## config.mk

```make
export PLATFORM = sky130hd
export DESIGN_NAME = commit_sched
export DESIGN_NICKNAME = d
export VERILOG_FILES = /design/src/rtl/commit_sched_pkg.sv /design/src/rtl/commit_sched.sv
export SDC_FILE = /design/constraint.sdc
export NUM_CORES = 1
export LEC_CHECK = 0
export ABC_AREA = 1
export BUFFER_PORTS_ARGS = -buffer_cell sky130_fd_sc_hd__buf_2
export CAP_MARGIN = 20
export CORE_ASPECT_RATIO = 1.4
export CORE_MARGIN = 4
export CORE_UTILIZATION = 35
export CTS_CLUSTER_DIAMETER = 150
export CTS_CLUSTER_SIZE = 14
export DETAILED_ROUTE_END_ITERATION = 7
export PLACE_DENSITY_LB_ADDON = 0.1
export SLEW_MARGIN = 20
export SYNTH_ARGS = -nofsm -noshare
export SYNTH_HDL_FRONTEND = slang
export SYNTH_SLANG_ARGS = --single-unit
```

## constraint.sdc

```tcl
create_clock -name clk -period 7.2 [get_ports clk]
set_input_delay 0.72 -clock clk [delete_from_list [all_inputs] [get_ports clk]]
set_output_delay 0.72 -clock clk [all_outputs]
set_load 0.02 [all_outputs]
```

## src/rtl/commit_sched_pkg.sv

```systemverilog
// Shared ROB sizing and commit FSM state encodings for commit_sched.
// ROB_SIZE_LOG and the COMMIT_ST_* encodings may be overridden on the command line.
`ifndef ROB_SIZE_LOG
`define ROB_SIZE_LOG 3
`endif
`ifndef COMMIT_ST_RUN
`define COMMIT_ST_RUN 1'b0
`endif
`ifndef COMMIT_ST_FLUSH
`define COMMIT_ST_FLUSH 1'b1
`endif

package commit_sched_pkg;
    localparam int ROB_SIZE_LOG = `ROB_SIZE_LOG;

    typedef enum logic {
        ST_RUN   = `COMMIT_ST_RUN,
        ST_FLUSH = `COMMIT_ST_FLUSH
    } state_e;
endpackage

```

## src/rtl/commit_sched.sv

```systemverilog
// In-order ROB allocator/commit sequencer; rename and commit are combinational, wb->commit >= 1 cycle.
// rdy low freezes all state; full stalls decode via alloc_ready. COMMIT_SCHED_PERF_EN adds perf counters.
module commit_sched
    import commit_sched_pkg::*;
#(
    parameter int DEPTH_LOG = ROB_SIZE_LOG
) (
    input  logic                 clk,
    input  logic                 rst,
    input  logic                 rdy,
    input  logic                 alloc_valid,
    input  logic [4:0]           alloc_regid,
    output logic                 alloc_ready,
    output logic [DEPTH_LOG-1:0] alloc_robid,
    input  logic                 wb_valid,
    input  logic [DEPTH_LOG-1:0] wb_robid,
    input  logic [31:0]          wb_value,
    input  logic                 wb_fail,
    input  logic [31:0]          wb_target,
    output logic                 rename_valid,
    output logic [4:0]           rename_regid,
    output logic [DEPTH_LOG-1:0] rename_robid,
    output logic                 commit_valid,
    output logic [4:0]           commit_regid,
    output logic [31:0]          commit_value,
    output logic [DEPTH_LOG-1:0] commit_robid,
    output logic                 pred_fail_flag,
`ifdef COMMIT_SCHED_PERF_EN
    output logic [31:0]          perf_commit_cnt,
    output logic [31:0]          perf_flush_cnt,
`endif
    output logic [31:0]          redirect_pc
);
    localparam int DEPTH = 1 << DEPTH_LOG;
    localparam logic [DEPTH_LOG:0]   CNT_FULL = (DEPTH_LOG + 1)'(DEPTH);
    localparam logic [DEPTH_LOG:0]   CNT_ONE  = (DEPTH_LOG + 1)'(1);
    localparam logic [DEPTH_LOG-1:0] PTR_ONE  = DEPTH_LOG'(1);

    state_e               state_q, state_d;
    logic [DEPTH_LOG-1:0] head_q, head_d, tail_q, tail_d;
    logic [DEPTH_LOG:0]   count_q, count_d;
    logic [DEPTH-1:0]     done_q, done_d;

    logic [4:0]           regid_mem  [DEPTH];
    logic [31:0]          value_mem  [DEPTH];
    logic [31:0]          target_mem [DEPTH];
    logic [DEPTH-1:0]     fail_mem;

    logic                 run;
    logic                 alloc_fire;
    logic                 wb_hit;
    logic [DEPTH_LOG-1:0] wb_off;

    assign run            = rdy && (state_q == ST_RUN);
    assign commit_valid   = run && (count_q != '0) && done_q[head_q];
    assign pred_fail_flag = commit_valid && fail_mem[head_q];
    assign redirect_pc    = target_mem[head_q];
    assign commit_regid   = regid_mem[head_q];
    assign commit_value   = value_mem[head_q];
    assign commit_robid   = head_q;

    assign alloc_ready  = run && (count_q < CNT_FULL) && !pred_fail_flag;
    assign alloc_fire   = alloc_valid && alloc_ready;
    assign alloc_robid  = tail_q;
    assign rename_valid = alloc_fire;
    assign rename_regid = alloc_regid;
    assign rename_robid = tail_q;

    // Live window is [head, tail); a duplicate wb to the retiring head is dropped.
    assign wb_off = wb_robid - head_q;
    assign wb_hit = run && wb_valid && ({1'b0, wb_off} < count_q)
                    && !(commit_valid && (wb_robid == head_q));

    always_comb begin
        state_d = state_q;
        head_d  = head_q;
        tail_d  = tail_q;
        count_d = count_q;
        done_d  = done_q;
        if (rdy) begin
            case (state_q)
                ST_RUN: begin
                    if (pred_fail_flag) begin
                        head_d  = '0;
                        tail_d  = '0;
                        count_d = '0;
                        done_d  = '0;
                        state_d = ST_FLUSH;
                    end else begin
                        if (wb_hit) done_d[wb_robid] = 1'b1;
                        if (commit_valid) begin
                            done_d[head_q] = 1'b0;
                            head_d         = head_q + PTR_ONE;
                        end
                        if (alloc_fire) begin
                            done_d[tail_q] = 1'b0;
                            tail_d         = tail_q + PTR_ONE;
                        end
                        if (alloc_fire && !commit_valid)      count_d = count_q + CNT_ONE;
                        else if (!alloc_fire && commit_valid) count_d = count_q - CNT_ONE;
                    end
                end
                default: state_d = ST_RUN;
            endcase
        end
    end

    always_ff @(posedge clk or posedge rst) begin
        if (rst) begin
            state_q <= ST_RUN;
            head_q  <= '0;
            tail_q  <= '0;
            count_q <= '0;
            done_q  <= '0;
        end else begin
            state_q <= state_d;
            head_q  <= head_d;
            tail_q  <= tail_d;
            count_q <= count_d;
            done_q  <= done_d;
        end
    end

    // Payload storage needs no reset: done_q gates every use of it.
    always_ff @(posedge clk) begin
        if (alloc_fire) begin
            regid_mem[tail_q] <= alloc_regid;
            fail_mem[tail_q]  <= 1'b0;
        end
        if (wb_hit) begin
            value_mem[wb_robid]  <= wb_value;
            fail_mem[wb_robid]   <= wb_fail;
            target_mem[wb_robid] <= wb_target;
        end
    end

`ifdef COMMIT_SCHED_PERF_EN
    logic [31:0] perf_commit_q, perf_commit_d;
    logic [31:0] perf_flush_q, perf_flush_d;

    always_comb begin
        perf_commit_d = perf_commit_q;
        perf_flush_d  = perf_flush_q;
        if (commit_valid)   perf_commit_d = perf_commit_q + 32'd1;
        if (pred_fail_flag) perf_flush_d  = perf_flush_q + 32'd1;
    end

    always_ff @(posedge clk or posedge rst) begin
        if (rst) begin
            perf_commit_q <= '0;
            perf_flush_q  <= '0;
        end else begin
            perf_commit_q <= perf_commit_d;
            perf_flush_q  <= perf_flush_d;
        end
    end

    assign perf_commit_cnt = perf_commit_q;
    assign perf_flush_cnt  = perf_flush_q;
`endif
endmodule
```

# --- Word-level counts from Yosys, hierarchy flattened ---
# Memories as Yosys holds them, arrays and structs flattened.
# Cells that the tools add are included.
totals:
  mem_count: 3
  in_bits: 78
  output_inout_bits: 87
  regBits: 27
  elab_cells: 94
  mem_bits_rw: 552
classes:
  reduce_logical: 28
  mux: 36
  n_eq_ne: 1
  n_lt_le_gt_ge: 8
  n_bitwise: 7
  n_addsub: 5
mem_list:
  columns: ["name", "depth", "width", "rd", "rd_ports_with_merged_regs", "wr", "line", "source"]
  rows:
  - ["target_mem", 8, 32, 1, 0, 1, "commit_sched.sv:46", "logic [31:0] target_mem [DEPTH];"]
  - ["value_mem", 8, 32, 1, 0, 1, "commit_sched.sv:45", "logic [31:0] value_mem [DEPTH];"]
  - ["regid_mem", 8, 5, 1, 0, 1, "commit_sched.sv:44", "logic [4:0] regid_mem [DEPTH];"]
ops:
  columns: ["cell", "n"]
  rows:
  - ["$mux 8", 12]
  - ["$and 8x8->8", 3]
  - ["$logic_and 1x1->1", 16]
  - ["$not 8->8", 2]
  - ["$lt 3x4->1 const B", 3]
  - ["$mux 3", 4]
  - ["$mux 4", 3]
  - ["$mux 1", 11]
  - ["$demux 1 s3", 3]
  - ["$ge 3x1->1 const B", 3]
  - ["$reduce_and 3->1", 3]
  - ["$bwmux 8", 1]
  - ["$or 8x8->8", 1]
  - ["$add 3x1->3 const B", 2]
  - ["$bmux 1 s3", 2]
  - ["$add 4x1->4 const B", 1]
  - ["$logic_not 1->1", 4]
  - ["$lt 3x4->1", 1]
  - ["$lt 4x4->1 const B", 1]
  - ["$reduce_bool 2->1", 2]
  - ["$reduce_bool 4->1", 1]
  - ["$sub 4x1->4 const B", 1]
  - ["$eq 3x3->1", 1]
  - ["$reduce_bool 3->1", 1]
  - ["other kinds (3)", 3]

# --- Longest topological paths before layout ---
# Gate-level depths: netlist of the first run.
depth:
  depth_word: 19
  mapped_depth: 17
  depth_no_buf: 17

# --- Worst setup path before layout of the first run ---
# OpenSTA, ideal clock, no wires.
synth_timing:
  path_type: "input -> register"
  startpoint: "in wb_robid[0]"
  endpoint: "mem target_mem[7][0], enable pin"
  setup_slack_ns: 1.697
  setup_ns: 0.491
  arrival_time_ns: 5.013
  path_stages: 10
  t_required_ns: 6.709
  n_path_buf: 0
  path_cell_list: "inv_1 -> ha_1 -> inv_1 -> fa_1 -> ha_1 -> a21oi_1 -> o21ai_0 -> nor2_2 -> nand2_1 -> nor2_1"
synth_between:
  elab_chain_len: 6
  elab_cells_between_ends: 9
  cone_classes: "add/sub: 1; order compare: 1; eq/ne: 1; mux: 2; reduce/logical: 4"
synth_rtl:
  columns: ["element", "line", "source"]
  rows:
  - ["start, declared", "commit_sched.sv:16", "input logic [DEPTH_LOG-1:0] wb_robid,"]
  - ["$sub 3x3->3 or $eq 3x3->1 (tied branches)", "commit_sched.sv:70, commit_sched.sv:72", null]
  - ["$lt 3x4->1 or $logic_and 1x1->1 (tied branches)", "commit_sched.sv:71, commit_sched.sv:72", null]
  - ["$logic_and 1x1->1 or $logic_not 1->1 (tied branches)", "commit_sched.sv:71, commit_sched.sv:72", null]
  - ["$logic_and 1x1->1", "commit_sched.sv:72", "&& !(commit_valid && (wb_robid == head_q));"]
  - ["$mux 1", "commit_sched.sv:130", "if (wb_hit) begin"]
  - ["$mux 1 (implied by the code)", "commit_sched.sv:133", "target_mem[wb_robid] <= wb_target;"]
  - ["end, declared", "commit_sched.sv:46", null]
# Several ways; a longest one is shown, not always the timed one.

# --- Worst setup path in the final report of the first run ---
layout_timing:
  startpoint: "reg head_q[0] (netlist: commit_robid[0])"
  endpoint: "mem value_mem[5][7], enable pin"
layout_between:
  elab_chain_len: 8
  elab_cells_between_ends: 12
  cone_classes: "add/sub: 1; order compare: 1; eq/ne: 1; mux: 4; reduce/logical: 5"
layout_rtl:
  columns: ["element", "line", "source"]
  rows:
  - ["start, declared", "commit_sched.sv:40", "logic [DEPTH_LOG-1:0] head_q, head_d, tail_q, tail_d;"]
  - ["start signal, assigned", "commit_sched.sv:111", "head_q <= '0;"]
  - ["start signal, assigned", "commit_sched.sv:117", "head_q <= head_d;"]
  - ["branches (longest 5 deep; another with $lt 3x4->1)", null, null]
  - ["$logic_and 1x1->1 *", "commit_sched.sv:72", null]
  - ["$mux 1 *", "commit_sched.sv:130", null]
  - ["$mux 1 (implied by the code) *", "commit_sched.sv:131", "value_mem[wb_robid] <= wb_value;"]
  - ["end, declared", "commit_sched.sv:45", null]
# Mark *: on every way between the ends. The select of a mux whose other input is x is not followed.

==> metrics, run 1 <==
Max VDD drop=316 uV; FF-to-FF setup slack=2.53 ns; XOR/XNOR Fraction of Synth Area=0.192%; DRT Wirelength=58.8 mm; Clock Tree Root=clkbuf_16; Die H=310 um; Max Clock Skew=0.0213 ns; gp weighted congestion=0.859; htree depth=2; CP max FO=58; r2r endpoint=value_mem[5][7]$_DFFE_PP_; HP Class=in2async; Cells after Synth=1712; Compound-Gate Fraction of Synth Area=11.5%; worst flop-to-flop path startpoint=commit_robid[0]$_DFFE_PP0P_; final net count=1930; io pins=165; vias in the first global route=13600; Die W=224 um; die area=0.0692 mm2; Residual DRC=0; Fin. Hold Viols=0; Total GRT Usage=16.6%; post-synthesis net count=1800; Post-DRT Antenna Nets=0; placed cells=2632; Max-Cap Viols=0; num rows=110; Post-Synth Simple-Gate Area=9.30%; Placement Cell Area=0.0244 mm2; Synth Area per Inst=13.3 um2; setup TNS=0 ns; cell accounting for the most synthesized area=edfxtp_1; vias per inst=5.05; crit end category=flop; Distinct cells, synth=32; Leak=8.79 nW; commonest non-fill, non-tap cell in the layout=edfxtp_1; synthesized-area fraction occupied by adder cells=0.616%; WP data required=7.43 ns; Worst Tran Pin Value=1.02 ns; WHS=0.282 ns; cts hold-fix bufs=0; most frequent cells in the layout=edfxtp_1, nor2_1, o21ai_0, buf_2, nand2_1; Post-CTS Resized=0; fin worst setup slack=2.53 ns; DR vias=13700; largest net degree at the start of global routing=170; fin cells=2704; CTS tree=built; area added between synthesis and finish=12.8%; Worst setup startpoint=commit_robid[0]$_DFFE_PP0P_; pre-CTS WS=2.48 ns; Worst Path Arrival=4.90 ns; Final min period=4.67 ns; Overflow after GRT=0; Placeable Area=0.0644 mm2; Slew Limit Fails=0; TritonCTS buffer count=47; Worst slew margin=31.8%; Max Freq=214 MHz; final instance area=0.0257 mm2; Power Dens Cells=385 mW/mm2; first-pass GRT wire length=87.7 mm; port bufs=164; Yosys top cell area share=72.8%; main combinational cell family by area after synthesis=compound AO/OA/AOI/OAI gates; worst-skew pair later-pin latency=0.59 ns; Yosys warnings=0; Bufs on Longest Clock Path=3; final worst-path cycle share=64.8%; Seq cells post-synth=579; Clock Pin Slew Worst Setup and Hold Paths=0.08 ns; Synth area leaders=edfxtp_1, o21ai_0, nor2_1, o2111ai_1, o21a_1; Seq/Total Area, Yosys=75.6%; post-DP HPWL=32.8 mm; status=finished clean; initial drt markers=1024; proportion of synthesized area in mux cells=0%; antenna violations before repair=9; Worst Reg-to-Reg Cells=12; crit path launch type=flop; 1st-pass router iterations=8; RSZ-0062 raised after global routing=no; Setup Viol. Count Final=0; Setup Fix Bufs, Post-CTS=0; initial core utilization=35.3%; Setup Crit Path Kind=reg2reg; end of the critical path=value_mem[5][7]$_DFFE_PP_; synthesized area=0.0228 mm2; # clock sinks=579; DR WL/cell=21.7 um; share of cells above drive strength 1=14.5%
[cell usage after synthesis]
master / number
ha_1: 8
clkbuf_1: 56
o21ai_0: 284
xor2_1: 3
inv_1: 40
nand4_1: 1
nand3_4: 1
nand4_2: 2
dfrtp_1: 19
a21oi_2: 1
nor2_2: 2
buf_4: 8
inv_2: 14
nand3_1: 38
nand3_2: 1
o21a_1: 70
buf_1: 21
nand2_2: 4
a21oi_1: 4
nor2_4: 1
o2111ai_1: 69
o21ai_1: 6
fa_1: 2
nand2_4: 1
nand3b_1: 3
nand2_1: 92
nor3_1: 5
xnor2_1: 2
nor2_1: 377
dfxtp_1: 8
edfxtp_1: 552
buf_2: 17
[critical path, cell delays in order (launching register included)]
cell      delay (ns)
dfrtp_4         0.90
ha_1            0.27
inv_1           0.06
fa_1            0.45
ha_1            0.28
a21oi_1         0.14
o21ai_0         0.10
nor2_2          0.25
nand2_1         0.19
nor2_1          0.26
nand2_1         0.13
clkinv_2        0.71
buf_4           0.50
[power by group]
group          switching [mW]  leakage [nW]  internal [mW]
logic                    2.53          2.88          0.991
clock network            1.15         0.618           1.20
registers               0.133          5.29           3.88
total                    3.82          8.79           6.07
[layer usage]
metal | global-route usage (%) | share of wire (%) | vias to the layer above
met5 | 0 | 0.075 | -
met4 | 4.17 | 2.1 | 6
met3 | 2.85 | 4.5 | 90
met2 | 29.0 | 50 | 294
met1 | 21.5 | 43 | 6777
li1 | - | - | 6491
[worst min-delay path by stage]
stage,slack [ns],startpoint,end
floorplan,0.44,fail_mem[7]$_DFF_P_,fail_mem[7]$_DFF_P_
global placement,0.45,fail_mem[7]$_DFF_P_,fail_mem[7]$_DFF_P_
detailed placement,0.45,fail_mem[7]$_DFF_P_,fail_mem[7]$_DFF_P_
CTS,0.29,rst,alloc_robid[1]$_DFFE_PP0P_
global route,0.30,rdy,state_q$_DFFE_PP0P_
finish,0.28,rst,alloc_robid[1]$_DFFE_PP0P_
[per-stage QoR]
step / utilization [%] / total power [mW]
finish: 39.9 / 9.89
global route: 39.9 / 10.5
CTS: 39.8 / 10.1
detailed placement: 37.8 / 7.72
global placement: 37.8 / 7.72
floorplan: - / 6.33
[cell families after synthesis]
logic type      count (synthesis)
buf+inv                       156
simple gates                  528
fa+ha+maj                      10
xor+xnor                        5
flops                         579
compound gates                434
[sequential cells by signal (all words and copies together) (netlist names)]
register / flops
regid_mem: 40
value_mem: 256
commit_robid: 3
alloc_robid: 3
done_q: 8
state_q: 1
fail_mem: 8
target_mem: 256
count_q: 4
[layout make-up]
cell class / instances / area, um2
repair buffers: 183 / 988
well taps: 840 / 1050
inverters: 54 / 221
flip-flops and latches: 579 / 17200
fillers: 6116 / 38700
diodes: 5 / 12.5
clock buffers: 63 / 1240
clock inverters: 3 / 40.0
multi-input cells: 977 / 4920
(Power assumes the default switching activity.)
==> run 2, diff against run 1 <==
==> constraint.sdc (replaced) <==
create_clock -name clk -period 3.9 [get_ports clk]
set_input_delay 0.39 -clock clk [delete_from_list [all_inputs] [get_ports clk]]
set_output_delay 0.39 -clock clk [all_outputs]
set_load 0.02 [all_outputs]
==> metrics, run 2 (synthesis results as in run 1) <==
gp weighted congestion=0.781 (-9.1%); initial drt markers=759 (-26%); crit end category=output pin; pre-CTS WS=0.449 ns (-2.04 ns); Setup Fix Bufs, Post-CTS=0 (unchanged); Power Dens Cells=708 mW/mm2 (+84%); status=finished clean; post-DP HPWL=32.5 mm (-0.62%); setup TNS=0 ns (unchanged); total power=18.4 mW (+86%); Die W=224 um (unchanged); placed cells=2641 (+0.34%); WP data required=3.51 ns (-3.92 ns); Max Freq=277 MHz; Max VDD drop=523 uV (+66%); Fin. Hold Viols=0 (unchanged); commonest non-fill, non-tap cell in the layout=edfxtp_1; top flop regs=target_mem x256, value_mem x256, regid_mem x40; Worst setup startpoint=commit_robid[0]$_DFFE_PP0P_; Leak=8.91 nW (+1.3%); Max-Cap Viols=0 (unchanged); end of the critical path=alloc_ready; Post-DRT Antenna Nets=0 (unchanged); RSZ-0062 raised after global routing=no; 1st-pass router iterations=5 (-3); DRT Wirelength=59.4 mm (+1.1%); met2 usage=29.3% (+0.30 points); initial core utilization=35.3% (unchanged); worst-skew pair later-pin latency=0.60 ns (about the same); Die H=310 um (unchanged); Worst Reg-to-Reg Cells=12 (unchanged); CTS tree=built; TritonCTS buffer count=47 (unchanged); htree depth=2 (unchanged); port bufs=164 (unchanged); DR vias=13800 (+0.86%); Overflow after GRT=0 (unchanged); Worst slew margin=44.9% (+13 points); largest net degree at the start of global routing=214 (+26%); Worst Path Arrival=3.22 ns (-1.68 ns); HP Class=in2reg; Residual DRC=0 (unchanged); fin worst setup slack=0.288 ns (-2.25 ns); WHS=0.0641 ns (-0.218 ns); io pins=165 (unchanged); Clock Pin Slew Worst Setup and Hold Paths=0.07 ns (about the same); Max Clock Skew=0.0334 ns (+0.0121 ns); Max stage delay on crit path=0.53 ns (-0.37 ns); Worst Tran Pin Value=0.825 ns (-0.197 ns); met1 usage=21.8% (+0.23 points); area added between synthesis and finish=14.3%; CP dominant cell by count=nand2_1; CP max FO=107 (+84%); Setup Crit Path Kind=reg2out; vias per inst=5.08 (+0.49%); Slew Limit Fails=0 (unchanged); Placeable Area=0.0644 mm2 (unchanged); # clock sinks=579 (unchanged); worst-path cell chain=buf_16 > inv_8 > buf_4 > nand2_1 > nand3_1 > nand2_1 > nor2_1 > nand3_4 > nand2_2 > inv_2 > nand2_1 > inv_1 > buf_2; vias in the first global route=13900 (+1.7%); final net count=1941 (+0.57%); Clock Tree Root=clkbuf_16; most frequent cells in the layout=edfxtp_1, nor2_1, o21ai_0, buf_2, nand2_1; Total GRT Usage=16.7% (+0.11 points); Setup Viol. Count Final=0 (unchanged); r2r endpoint=target_mem[1][3]$_DFFE_PP_; num rows=110 (unchanged); crit path launch type=flop; routing usage on met3=2.89% (+0.038 points); crit path max-delay cell type=dfrtp_4; Final min period=3.61 ns; antenna violations before repair=14 (+5); first-pass GRT wire length=88.8 mm (+1.2%); share of cells above drive strength 1=14.9% (+0.45 points); Bufs on Longest Clock Path=3 (unchanged); grt peak-use layer=met2; worst flop-to-flop path startpoint=commit_robid[0]$_DFFE_PP0P_; final worst-path cycle share=92.6%; FF-to-FF setup slack=0.59 ns (-1.94 ns); fin cells=2714 (+0.37%); die area=0.0692 mm2 (unchanged); DR WL/cell=21.9 um (+0.69%)
run 2: power breakdown:
part / internal (mW) / switching [mW] / total [mW] / leakage (nW)
clock: 2.25 / 2.11 / 4.36 / 0.634
sequential: 7.16 / 0.156 / 7.32 / 5.29
combinational: 1.94 / 4.81 / 6.75 / 2.99
run 2: how the worst min path moves through the flow:
stage	cells past startpoint	from	slack [ns]	endpoint
after global routing	1	wb_value[13]	0.05	value_mem[4][13]$_DFFE_PP_
final	1	wb_value[25]	0.06	value_mem[5][25]$_DFFE_PP_
after floorplan	1	rst	0.34	alloc_robid[0]$_DFFE_PP0P_
after CTS	1	wb_value[13]	0.02	value_mem[4][13]$_DFFE_PP_
after detailed placement	2	fail_mem[7]$_DFF_P_	0.46	fail_mem[7]$_DFF_P_
after global placement	2	fail_mem[7]$_DFF_P_	0.45	fail_mem[7]$_DFF_P_
run 2: cell type report:
cell class / instances / area (um2)
clock inverters: 3 / 57.6
repair buffers: 194 / 1280
fillers: 6024 / 38400
inverters: 54 / 226
flip-flops and latches: 579 / 17200
diodes: 4 / 10.0
clock buffers: 63 / 1260
well taps: 840 / 1050
multi-input cells: 977 / 4920
run 2: what timing repair did:
action                     CTS  global route
setup endpoints to repair    5             1
hold endpoints to repair    19             0
gates cloned                 0             1
hold buffers                 2             0
gates resized for setup      1             1
run 2: worst max-delay path: cells and delay by family (launching register included):
family	cells	cell delay, ns
simple gates	7	0.99
buf+inv	6	1.02
flops	1	0.53
run 2: routing by layer:
metal / up-vias / routed length (um)
li1: 6505 / -
met1: 6863 / 25400
met2: 303 / 30300
met3: 93 / 2590
met4: 12 / 1130
met5: - / 72
run 2: stage by stage:
step / instance area (um2) / util [%]
final: 26000 / 40.4
after global routing: 26000 / 40.4
after CTS: 26000 / 40.3
after detailed placement: 24600 / 38.2
after global placement: 24600 / 38.2
after floorplan: 22800 / -
